## src/rtl/median_frame_sequencer_pkg.sv

```systemverilog
// Shared constants for the median frame sequencer: FSM encoding, 3x3 fetch
// offset tables and the fixed per-pixel cycle budget.
package median_frame_sequencer_pkg;

    localparam logic [2:0] S_IDLE   = 3'd0;
    localparam logic [2:0] S_FETCH  = 3'd1;
    localparam logic [2:0] S_SETTLE = 3'd2;
    localparam logic [2:0] S_FILT   = 3'd3;
    localparam logic [2:0] S_WRITE  = 3'd4;
    localparam logic [2:0] S_DONE   = 3'd5;

    localparam int CYC_PER_PIX = 12;

    // Element k holds k/3 (row offset) and k%3 (column offset).
    localparam logic [8:0][1:0] DR_TAB = {2'd2, 2'd2, 2'd2, 2'd1, 2'd1, 2'd1, 2'd0, 2'd0, 2'd0};
    localparam logic [8:0][1:0] DC_TAB = {2'd2, 2'd1, 2'd0, 2'd2, 2'd1, 2'd0, 2'd2, 2'd1, 2'd0};

endpackage

```

## src/rtl/median_frame_sequencer_if.sv

```systemverilog
// Memory and filter side bus of the median frame sequencer.
interface median_frame_sequencer_if #(
    parameter int AW = 18
);
    logic [AW-1:0]      rd_addr;
    logic [7:0]         rd_data;
    logic signed [31:0] pixel;
    logic [7:0]         win_0, win_1, win_2, win_3, win_4, win_5, win_6, win_7, win_8;
    logic [7:0]         filt_data;
    logic               wr_en;
    logic [AW-1:0]      wr_addr;
    logic [7:0]         wr_data;

    modport master (
        output rd_addr, input rd_data, output pixel,
        output win_0, win_1, win_2, win_3, win_4, win_5, win_6, win_7, win_8,
        input  filt_data, output wr_en, wr_addr, wr_data
    );

    modport slave (
        input  rd_addr, output rd_data, input pixel,
        input  win_0, win_1, win_2, win_3, win_4, win_5, win_6, win_7, win_8,
        output filt_data, input wr_en, wr_addr, wr_data
    );
endinterface

```

## src/rtl/median_frame_sequencer_addr_gen.sv

```systemverilog
// Clamped source address for neighbourhood sample k of pixel (r, c).
module median_addr_gen
    import median_frame_sequencer_pkg::*;
#(
    parameter int ROW = 430,
    parameter int COL = 554,
    parameter int AW  = 18,
    parameter int RW  = $clog2(ROW + 1),
    parameter int CW  = $clog2(COL + 1)
) (
    input  logic [RW-1:0] i_r,
    input  logic [CW-1:0] i_c,
    input  logic [3:0]    i_k,
    output logic [AW-1:0] o_addr
);
    localparam logic [RW-1:0] R_ONE  = RW'(1);
    localparam logic [CW-1:0] C_ONE  = CW'(1);
    localparam logic [RW-1:0] R_LAST = RW'(ROW - 1);
    localparam logic [CW-1:0] C_LAST = CW'(COL - 1);

    logic [1:0]    w_dr, w_dc;
    logic [RW-1:0] w_rr;
    logic [CW-1:0] w_cc;

    // Offsets of 0 and 2 step one sample out; clamping keeps the address legal.
    always_comb begin
        w_dr = (i_k <= 4'd8) ? DR_TAB[i_k] : 2'd1;
        w_dc = (i_k <= 4'd8) ? DC_TAB[i_k] : 2'd1;

        w_rr = i_r;
        if (w_dr == 2'd0 && i_r != '0)          w_rr = i_r - R_ONE;
        else if (w_dr == 2'd2 && i_r != R_LAST) w_rr = i_r + R_ONE;

        w_cc = i_c;
        if (w_dc == 2'd0 && i_c != '0)          w_cc = i_c - C_ONE;
        else if (w_dc == 2'd2 && i_c != C_LAST) w_cc = i_c + C_ONE;
    end

    assign o_addr = AW'(w_cc) * AW'(ROW) + AW'(w_rr);

endmodule

```

## src/rtl/median_frame_sequencer.sv

```systemverilog
// Walks a column-major frame, fetches each 3x3 neighbourhood, drives the
// median filter and writes the filtered byte back at the pixel address.
module median_frame_sequencer
    import median_frame_sequencer_pkg::*;
#(
    parameter int ROW = 430,
    parameter int COL = 554,
    parameter int AW  = 18
) (
    input  logic clk,
    input  logic rst_n,
    input  logic start,
    output logic busy,
    output logic frame_done,
    median_frame_sequencer_if.master bus
);
    localparam int            RW     = $clog2(ROW + 1);
    localparam int            CW     = $clog2(COL + 1);
    localparam logic [3:0]    K_LAST = 4'(CYC_PER_PIX - 4);
    localparam logic [AW-1:0] P_LAST = AW'(ROW * COL - 1);
    localparam logic [RW-1:0] R_LAST = RW'(ROW - 1);

    logic [2:0]    r_state;
    logic [RW-1:0] r_r;
    logic [CW-1:0] r_c;
    logic [3:0]    r_k;
    logic [AW-1:0] r_p;
    logic [7:0]    r_win [0:8];

    logic [AW-1:0] w_addr;
    logic [3:0]    w_kprev;
    logic          w_wr;

    median_addr_gen #(
        .ROW(ROW), .COL(COL), .AW(AW), .RW(RW), .CW(CW)
    ) u_addr_gen (
        .i_r(r_r), .i_c(r_c), .i_k(r_k), .o_addr(w_addr)
    );

    assign w_kprev = r_k - 4'd1;

    always_ff @(posedge clk) begin
        if (!rst_n) begin
            r_state <= S_IDLE;
            r_r     <= '0;
            r_c     <= '0;
            r_k     <= '0;
            r_p     <= '0;
            for (int i = 0; i < 9; i++) r_win[i] <= '0;
        end else begin
            case (r_state)
                S_IDLE: begin
                    if (start) begin
                        r_state <= S_FETCH;
                        r_r     <= '0;
                        r_c     <= '0;
                        r_k     <= '0;
                        r_p     <= '0;
                    end
                end
                S_FETCH: begin
                    // Read data lags its address by one cycle, so this lands sample k-1.
                    if (r_k != 4'd0) r_win[w_kprev] <= bus.rd_data;
                    if (r_k == K_LAST) r_state <= S_SETTLE;
                    else               r_k     <= r_k + 4'd1;
                end
                S_SETTLE: begin
                    r_win[8] <= bus.rd_data;
                    r_state  <= S_FILT;
                end
                S_FILT: r_state <= S_WRITE;
                S_WRITE: begin
                    if (r_p == P_LAST) begin
                        r_state <= S_DONE;
                    end else begin
                        r_state <= S_FETCH;
                        r_k     <= '0;
                        r_p     <= r_p + AW'(1);
                        if (r_r == R_LAST) begin
                            r_r <= '0;
                            r_c <= r_c + CW'(1);
                        end else begin
                            r_r <= r_r + RW'(1);
                        end
                    end
                end
                S_DONE:  r_state <= S_IDLE;
                default: r_state <= S_IDLE;
            endcase
        end
    end

    assign w_wr       = (r_state == S_WRITE);
    assign busy       = (r_state != S_IDLE);
    assign frame_done = (r_state == S_DONE);

    assign bus.rd_addr = (r_state == S_FETCH) ? w_addr : '0;
    assign bus.pixel   = signed'(32'(r_p));
    assign bus.wr_en   = w_wr;
    assign bus.wr_addr = r_p;
    assign bus.wr_data = w_wr ? bus.filt_data : 8'd0;

    assign bus.win_0 = r_win[0];
    assign bus.win_1 = r_win[1];
    assign bus.win_2 = r_win[2];
    assign bus.win_3 = r_win[3];
    assign bus.win_4 = r_win[4];
    assign bus.win_5 = r_win[5];
    assign bus.win_6 = r_win[6];
    assign bus.win_7 = r_win[7];
    assign bus.win_8 = r_win[8];

endmodule

```

## src/flat_wrapper.sv

```systemverilog
// flat-port wrapper written by rule: the top's interface ports become plain ports
module median_frame_sequencer_flat import median_frame_sequencer_pkg::*;
#(
    parameter int ROW = 430,
    parameter int COL = 554,
    parameter int AW  = 18
)
  (clk, rst_n, start, busy, frame_done, bus_rd_addr, bus_rd_data, bus_pixel, bus_win_0, bus_win_1, bus_win_2, bus_win_3, bus_win_4, bus_win_5, bus_win_6, bus_win_7, bus_win_8, bus_filt_data, bus_wr_en, bus_wr_addr, bus_wr_data);
  median_frame_sequencer_if #(.AW(AW)) bus_i ();
  input  logic clk;
  input  logic rst_n;
  input  logic start;
  output logic busy;
  output logic frame_done;
  output wire logic [$bits(bus_i.rd_addr)-1:0] bus_rd_addr;
  input wire logic [$bits(bus_i.rd_data)-1:0] bus_rd_data;
  output wire logic [$bits(bus_i.pixel)-1:0] bus_pixel;
  output wire logic [$bits(bus_i.win_0)-1:0] bus_win_0;
  output wire logic [$bits(bus_i.win_1)-1:0] bus_win_1;
  output wire logic [$bits(bus_i.win_2)-1:0] bus_win_2;
  output wire logic [$bits(bus_i.win_3)-1:0] bus_win_3;
  output wire logic [$bits(bus_i.win_4)-1:0] bus_win_4;
  output wire logic [$bits(bus_i.win_5)-1:0] bus_win_5;
  output wire logic [$bits(bus_i.win_6)-1:0] bus_win_6;
  output wire logic [$bits(bus_i.win_7)-1:0] bus_win_7;
  output wire logic [$bits(bus_i.win_8)-1:0] bus_win_8;
  input wire logic [$bits(bus_i.filt_data)-1:0] bus_filt_data;
  output wire logic [$bits(bus_i.wr_en)-1:0] bus_wr_en;
  output wire logic [$bits(bus_i.wr_addr)-1:0] bus_wr_addr;
  output wire logic [$bits(bus_i.wr_data)-1:0] bus_wr_data;
  assign bus_rd_addr = bus_i.rd_addr;
  assign bus_i.rd_data = bus_rd_data;
  assign bus_pixel = bus_i.pixel;
  assign bus_win_0 = bus_i.win_0;
  assign bus_win_1 = bus_i.win_1;
  assign bus_win_2 = bus_i.win_2;
  assign bus_win_3 = bus_i.win_3;
  assign bus_win_4 = bus_i.win_4;
  assign bus_win_5 = bus_i.win_5;
  assign bus_win_6 = bus_i.win_6;
  assign bus_win_7 = bus_i.win_7;
  assign bus_win_8 = bus_i.win_8;
  assign bus_i.filt_data = bus_filt_data;
  assign bus_wr_en = bus_i.wr_en;
  assign bus_wr_addr = bus_i.wr_addr;
  assign bus_wr_data = bus_i.wr_data;
  median_frame_sequencer #(.ROW(ROW), .COL(COL), .AW(AW)) u_core (.clk(clk), .rst_n(rst_n), .start(start), .busy(busy), .frame_done(frame_done), .bus(bus_i));
endmodule
```

## config.mk

```make
export PLATFORM = sky130hd
export DESIGN_NAME = median_frame_sequencer_flat
export DESIGN_NICKNAME = d
export VERILOG_FILES = /design/src/rtl/median_frame_sequencer_pkg.sv /design/src/rtl/median_frame_sequencer_if.sv /design/src/rtl/median_frame_sequencer_addr_gen.sv /design/src/rtl/median_frame_sequencer.sv /design/src/flat_wrapper.sv
export SDC_FILE = /design/constraint.sdc
export NUM_CORES = 1
export LEC_CHECK = 0
export BUFFER_PORTS_ARGS = -buffer_cell sky130_fd_sc_hd__buf_2
export CAP_MARGIN = 20
export CORE_ASPECT_RATIO = 1.25
export CORE_MARGIN = 2
export CORE_UTILIZATION = 52
export CTS_CLUSTER_DIAMETER = 150
export DETAILED_ROUTE_END_ITERATION = 12
export PLACE_DENSITY = 0.76
export SETUP_SLACK_MARGIN = 0.4
export SLEW_MARGIN = 40
export SYNTH_ARGS = -nofsm -noshare
export SYNTH_HDL_FRONTEND = slang
export SYNTH_SLANG_ARGS = --single-unit
```

## constraint.sdc

```tcl
create_clock -name clk -period 8.6 [get_ports clk]
set_input_delay 0.86 -clock clk [delete_from_list [all_inputs] [get_ports clk]]
set_output_delay 0.86 -clock clk [all_outputs]
set_load 0.02 [all_outputs]
```

==> results of run 1 <==
-- how the worst min path moves through the flow --
stage,cells past startpoint,slack (ps),end,startpoint
2_1_floorplan,2,490,u_core.r_c[1]$_SDFFE_PN0P_,u_core.r_c[1]$_SDFFE_PN0P_
3_3_place_gp,2,510,u_core.bus.wr_addr[1]$_SDFFE_PN0P_,u_core.bus.wr_addr[1]$_SDFFE_PN0P_
3_5_place_dp,2,530,u_core.bus.wr_addr[1]$_SDFFE_PN0P_,u_core.bus.wr_addr[1]$_SDFFE_PN0P_
4_1_cts,2,530,u_core.bus.wr_addr[1]$_SDFFE_PN0P_,u_core.bus.wr_addr[1]$_SDFFE_PN0P_
5_1_grt,2,560,u_core.bus.wr_addr[1]$_SDFFE_PN0P_,u_core.bus.wr_addr[1]$_SDFFE_PN0P_
6_report,2,520,u_core.bus.wr_addr[1]$_SDFFE_PN0P_,u_core.bus.wr_addr[1]$_SDFFE_PN0P_
-- cells in the final DEF, fill, tap and decap left out, drive strengths merged, types with 3 or more instances in the layout --
master  netlist  layout
mux2i         3       3
xor2         20      20
a21o         15      15
o211a         4       4
nand2        48      48
nor4          6       6
fa           28      28
nor3         23      23
edfxtp       72      72
a21boi       12      12
a211oi        8       8
a31oi         6       6
and2         92      92
a21oi        32      32
nor3b         6       6
nand4b        3       3
clkbuf       15      17
nand3        21      21
o211ai        9       9
o21a         11      11
o21ai        35      35
and3         18      18
conb          1      14
nand2b       10      10
buf          48     158
dfxtp        48      48
inv          89      99
nor2b        10      10
nand4         9       9
ha           69      69
nor2         63      63
or3           8       8
xnor2        33      33
nand3b        3       3
or3b          4       4
-- state kept, by name, summed over array words and instances (netlist names), named ones only --
register,flops
u_core.r_r,9
u_core.r_win,72
u_core.r_k,4
u_core.bus.wr_addr,18
u_core.r_state,3
u_core.r_c,10
-- layout make-up --
| class | count | area share [%] |
|---|---|---|
| Multi-Input combinational cell | 658 | 49.6 |
| Sequential cell | 120 | 30.8 |
| Timing Repair Buffer | 158 | 7.89 |
| Clock buffer | 17 | 4.19 |
| Inverter | 89 | 3.29 |
| Tap cell | 220 | 2.71 |
| Clock inverter | 15 | 1.55 |
-- cell families after synthesis --
logic type	after synthesis	share of synthesized area, %
buffers and inverters	152	8.14
muxes	3	0.343
xor gates and xnor gates	53	5.56
adders and majority gates	97	16.3
DFF	120	35.6
AOI/OAI and AO/OA	153	12.3
other	1	0.0428
and+or+nand+nor	338	21.7
-- metrics by stage --
step	power, mW	setup WS (ps)	hold WS (ps)	util, %
final	1.61	804	523	61.0
after global routing	1.67	401	555	61.0
after CTS	1.61	572	533	60.5
after detailed placement	0.921	1060	526	57.0
after global placement	0.918	1170	511	57.0
after floorplan	0.856	1550	493	-
-- metal layers --
metal	GRT usage (%)	wire, um	up-vias
li1	-	-	3373
met1	25.0	7730	3144
met2	39.5	9910	189
met3	3.40	836	23
met4	6.12	284	0
met5	0	0	-
-- where the power goes --
group / leakage (nW) / internal [mW] / switching (mW)
combinational: 3.36 / 0.0921 / 0.186
sequential: 1.13 / 0.626 / 0.0116
clock: 0.282 / 0.410 / 0.281
-- timing repair --
action / 4_1_cts / 5_1_grt
endpoints found under the setup margin: 0 / 6
setup buffers: 0 / 3
gates resized for setup: 0 / 9
hold buffers: 0 / 0
-- worst max-delay path, stage by stage (launching register included) --
cell	delay, ps
dfxtp_1	400
inv_1	120
ha_1	240
nand2b_1	200
a21oi_2	270
o211ai_1	240
o211ai_1	230
nand2_1	80
a21oi_1	420
ha_1	250
inv_1	70
fa_1	530
inv_1	60
fa_1	530
inv_1	60
fa_1	540
inv_1	50
ha_1	380
and3_1	220
a221oi_2	340
xnor2_1	250
o211ai_2	260
nor3_4	300
nand4_1	150
a21oi_2	150
buf_2	170
==> results.txt, run 1 <==
Yosys cell types: 81
Final hold viol count: 0
Gate Count Post-Synth: 917
LEAKAGE: 4.78 nW
Clk root buf: clkbuf_16
Reg clk slew, reported paths: 60 ps
Initial antenna violation count: 0
Die Y: 149 um
Initial Util: 52.6%
Sink Count: 120
DR WL/cell: 14.7 um
CP Launch Type: register
Crit path capture: bus_rd_addr[17]
Fin Clk Skew: 9.71 ps
RR Startpoint: u_core.bus.wr_addr[0]$_SDFFE_PN0P_
Max VDD drop: 0.130 mV
Core area: 16600 um^2
Routed Antenna Nets: 0
Register area share after synthesis: 35.6%
First-pass GRT wire length: 30.6 mm
Seq cells post-synth: 120
Vias in the first global route: 6379
Register-to-Register Path Depth: 11
Critical Path Source: u_core.r_k[0]$_SDFFE_PN0P_
Synth cell count leaders: and2_1, inv_1, edfxtp_1
Routed wire length: 18.8 mm
GRT Util Overall: 21.2%
H-tree depth: 4
TritonRoute pass-1 iters: 5
Area delta synth->final: 15.9%
Die area: 17900 um^2
Design area: 10200 um^2
Layout Nets: 1160
Gpl congestion: 0.853
RSZ-0062 raised after global routing: no
Layout cells sized above 1: 22.0%
Post-synth EDFFs: 72
Pin count of the biggest net entering global routing: 44
Synth Flop Type: edfxtp_1
Setup CP Type: reg -> out
WP data arrival: 6940 ps
Syn. warnings: 0
CTS tree: built
Routed vias: 6729
Worst endpoint required time: 7740 ps
Final instance count without filler cells: 1277
Clk Latency, worst-skew pair: 420 ps
Relative slew slack: 52.8%
Fill cells: 1383
Iteration-0 DRC Markers: 412
CP Capture Type: output pin
Clock buffer depth: 2
Pwr/cell area: 158 nW/um^2
Max cap viols: 0
DP Area: 9490 um^2
Setup_tns: 0 ps
Final setup fails: 0
Register area: 3120 um^2
Gr ovfl total: 0
Die width: 120 um
Avg Inst Size Synth: 9.55 um^2
Outcome: finished, final reports clean
Hpwl dp: 14.3 mm
Max-slew violation count: 0
Cells after DPL: 1242
Buffers added on ports: 155
Cts bufs inserted: 17
Area contributors post-synth: edfxtp_1, dfxtp_1, ha_1
Drt drc: 0
Io pins: 170
Count leader, synth: and2_1
Minimum clock period: 7800 ps
Cell taking the most area after synthesis: edfxtp_1
Row cnt: 53
Mapped Area: 8760 um^2
Worst-margin pin slew: 703 ps
FFs w/ async S/R, synth: 0%
Setup slack, reg-to-reg: 5560 ps
Max Clock Freq: 128 MHz
Crit path max fanout: 10
Final Cycle Share: 90.7%
ANT cells: 0
Hold WC Path Type: reg -> reg
Top-area cell type share of the netlist area: 24.7%
Area of the multi-input gates: 5040 um^2
Via density per instance: 5.27
Note: power is estimated with default switching activity, not from simulation.
==> run 2, diff against run 1 <==
ABC_AREA = 1   (was default)
PLACE_DENSITY = 0.75   (was 0.76)
clock period = 10 ns   (was 8.6 ns; I/O delays follow)
==> run 2 against run 1 <==
Against the previous run: design area increased by 2.9%; worst setup slack improved by 1600 ps; hold slack improved by 15 ps; final cell count increased by 21%.
==> results.txt, run 2 <==
Most frequent cells in the layout: nand2_1, inv_1, nor2_1, buf_2, edfxtp_1
R2r endpoint: u_core.r_win[2][6]$_SDFFCE_PN0P_
Layout cells sized above 1: 18.7%
Pin count of the biggest net entering global routing: 27
WP buf/inv: 6
Core area: 17300 um^2
Core Util, Final: 60.4%
RSZ-0062 raised after global routing: no
Final hold viol count: 0
Area delta synth->final: 15.3%
Hold depth: 2
Fill cells: 1562
Clk root buf: clkbuf_16
Row cnt: 54
Clk Latency, worst-skew pair: 420 ps
Die width: 122 um
Register-to-Register Path Depth: 5
DP Area: 9860 um^2
Register area share after synthesis: 34.5%
Drt drc: 0
First-pass GRT wire length: 35.8 mm
Mapped Area: 9060 um^2
H-tree depth: 4
FFs w/ async S/R, synth: 0%
Die Y: 152 um
Clock buffer depth: 2
Initial Util: 52.4%
Iteration-0 DRC Markers: 538
Worst hold slack: 538 ps
Critical path's largest stage delay: 500 ps
Syn. warnings: 0
Reg clk slew, reported paths: 60 ps
WP data arrival: 6590 ps
Crit path max fanout: 7
Via density per instance: 5.24
Area contributors post-synth: edfxtp_1, dfxtp_1, ha_1
Register area: 3120 um^2
Most common cell after layout, fill and taps aside: nand2_1
Area of the multi-input gates: 4910 um^2
Avg Inst Size Synth: 7.75 um^2
Relative slew slack: 54.3%
Initial antenna violation count: 0
Final Cycle Share: 75.9%
Minimum clock period: 7590 ps
Synth Flop Type: edfxtp_1
Gate Count Post-Synth: 1170
Layout Nets: 1423
Routed Antenna Nets: 0
Final setup fails: 0
Gpl congestion: 0.911
RR Startpoint: u_core.r_state[2]$_SDFFE_PN0P_
Worst Hold End: u_core.bus.wr_addr[16]$_SDFFE_PN0P_
Worst endpoint required time: 9000 ps
Design area: 10400 um^2
Cell mode on critical path: nand2_1
Synth cell count leaders: nand2_1, inv_1, nor2_1
Hold Buf Count CTS: 0
Setup_tns: 0 ps
Sink Count: 120
Largest delay contributor family on the critical path: adder cells
Count leader, synth: nand2_1
CP Launch Type: register
Max cap viols: 0
Worst-margin pin slew: 684 ps
Cell taking the most area after synthesis: edfxtp_1
Max reg flops: 72
Post-CTS Setup Repair Bufs: 0
DR WL/cell: 14.2 um
Max-slew violation count: 0
Routed wire length: 22.0 mm
Worst path slowest cell: fa_1
Buffers added on ports: 155
TritonRoute pass-1 iters: 5
Cts bufs inserted: 17
Vias in the first global route: 7653
Fin Clk Skew: 7.64 ps
Largest Register: u_core.r_win
Outcome: finished, final reports clean
CTS tree: built
Gr ovfl total: 0
Top-area cell type share of the netlist area: 23.9%
Hold path start: u_core.bus.wr_addr[16]$_SDFFE_PN0P_
Die area: 18500 um^2
Yosys cell types: 52
Max Clock Freq: 132 MHz
Post-synth EDFFs: 72
Hold WC Path Type: reg -> reg
CP Capture Type: output pin
Routed vias: 8096
Setup slack, reg-to-reg: 7440 ps
Io pins: 170
Post-CTS sizing: 0
ANT cells: 0
Seq cells post-synth: 120
Hpwl dp: 17.0 mm
Setup CP Type: reg -> out
GRT Util Overall: 24.1%
==> run 2: worst max-delay path by stage <==
stage,startpoint,end,slack (ps),cells past startpoint
2_1_floorplan,u_core.r_k[0]$_SDFFE_PN0P_,bus_rd_addr[16],3260,27
3_3_place_gp,u_core.r_k[0]$_SDFFE_PN0P_,bus_rd_addr[17],2750,27
3_5_place_dp,u_core.r_k[0]$_SDFFE_PN0P_,bus_rd_addr[14],2840,33
4_1_cts,u_core.r_k[0]$_SDFFE_PN0P_,bus_rd_addr[14],2390,33
5_1_grt,u_core.r_k[0]$_SDFFE_PN0P_,bus_rd_addr[13],1890,31
6_report,u_core.r_k[0]$_SDFFE_PN0P_,bus_rd_addr[14],2410,33
==> run 2: cell families after synthesis <==
kind of cell / share of synthesized area [%]
buffers and inverters: 12.1
XOR/XNOR: 3.37
AND/OR/NAND/NOR: 26.9
adder cells (fa/ha/maj): 15.7
AO/OA/AOI/OAI: 7.45
other: 0.0414
flip-flops: 34.5
==> run 2: per-stage QoR <==
step | instances | worst slack, ps
5_1_grt | 1544 | 1890
2_1_floorplan | 1183 | 3260
3_3_place_gp | 1512 | 2750
3_5_place_dp | 1512 | 2840
6_report | 1544 | 2410
4_1_cts | 1544 | 2390
==> run 2: worst register-to-register path: stages (launching register included) <==
cell,delay [ps]
dfxtp_1,390
nor3_4,630
o211ai_1,300
nor2_1,290
nand3_2,240
nand2_1,370
==> run 2: area by class of cell <==
class,instances,share of cell area [%]
clock inverter,15,1.59
clock buffer,17,4.07
inverter,203,7.29
multi-input combinational,809,47.0
sequential,120,29.9
timing repair buffer,156,7.50
tap,224,2.68
==> run 2: routing by layer <==
layer / share of wire, % / vias up / track usage, % / wire, um
met5: 0 / - / 0 / 0
met4: 2.9 / 0 / 9.20 / 635
met3: 5.3 / 62 / 3.26 / 1150
met2: 52 / 312 / 44.6 / 11400
met1: 40 / 3718 / 28.1 / 8800
li1: - / 4004 / - / -
Power of run 2 is not shown: default switching activity piles up to over one toggle a cycle in this logic, so the estimate is an artifact.
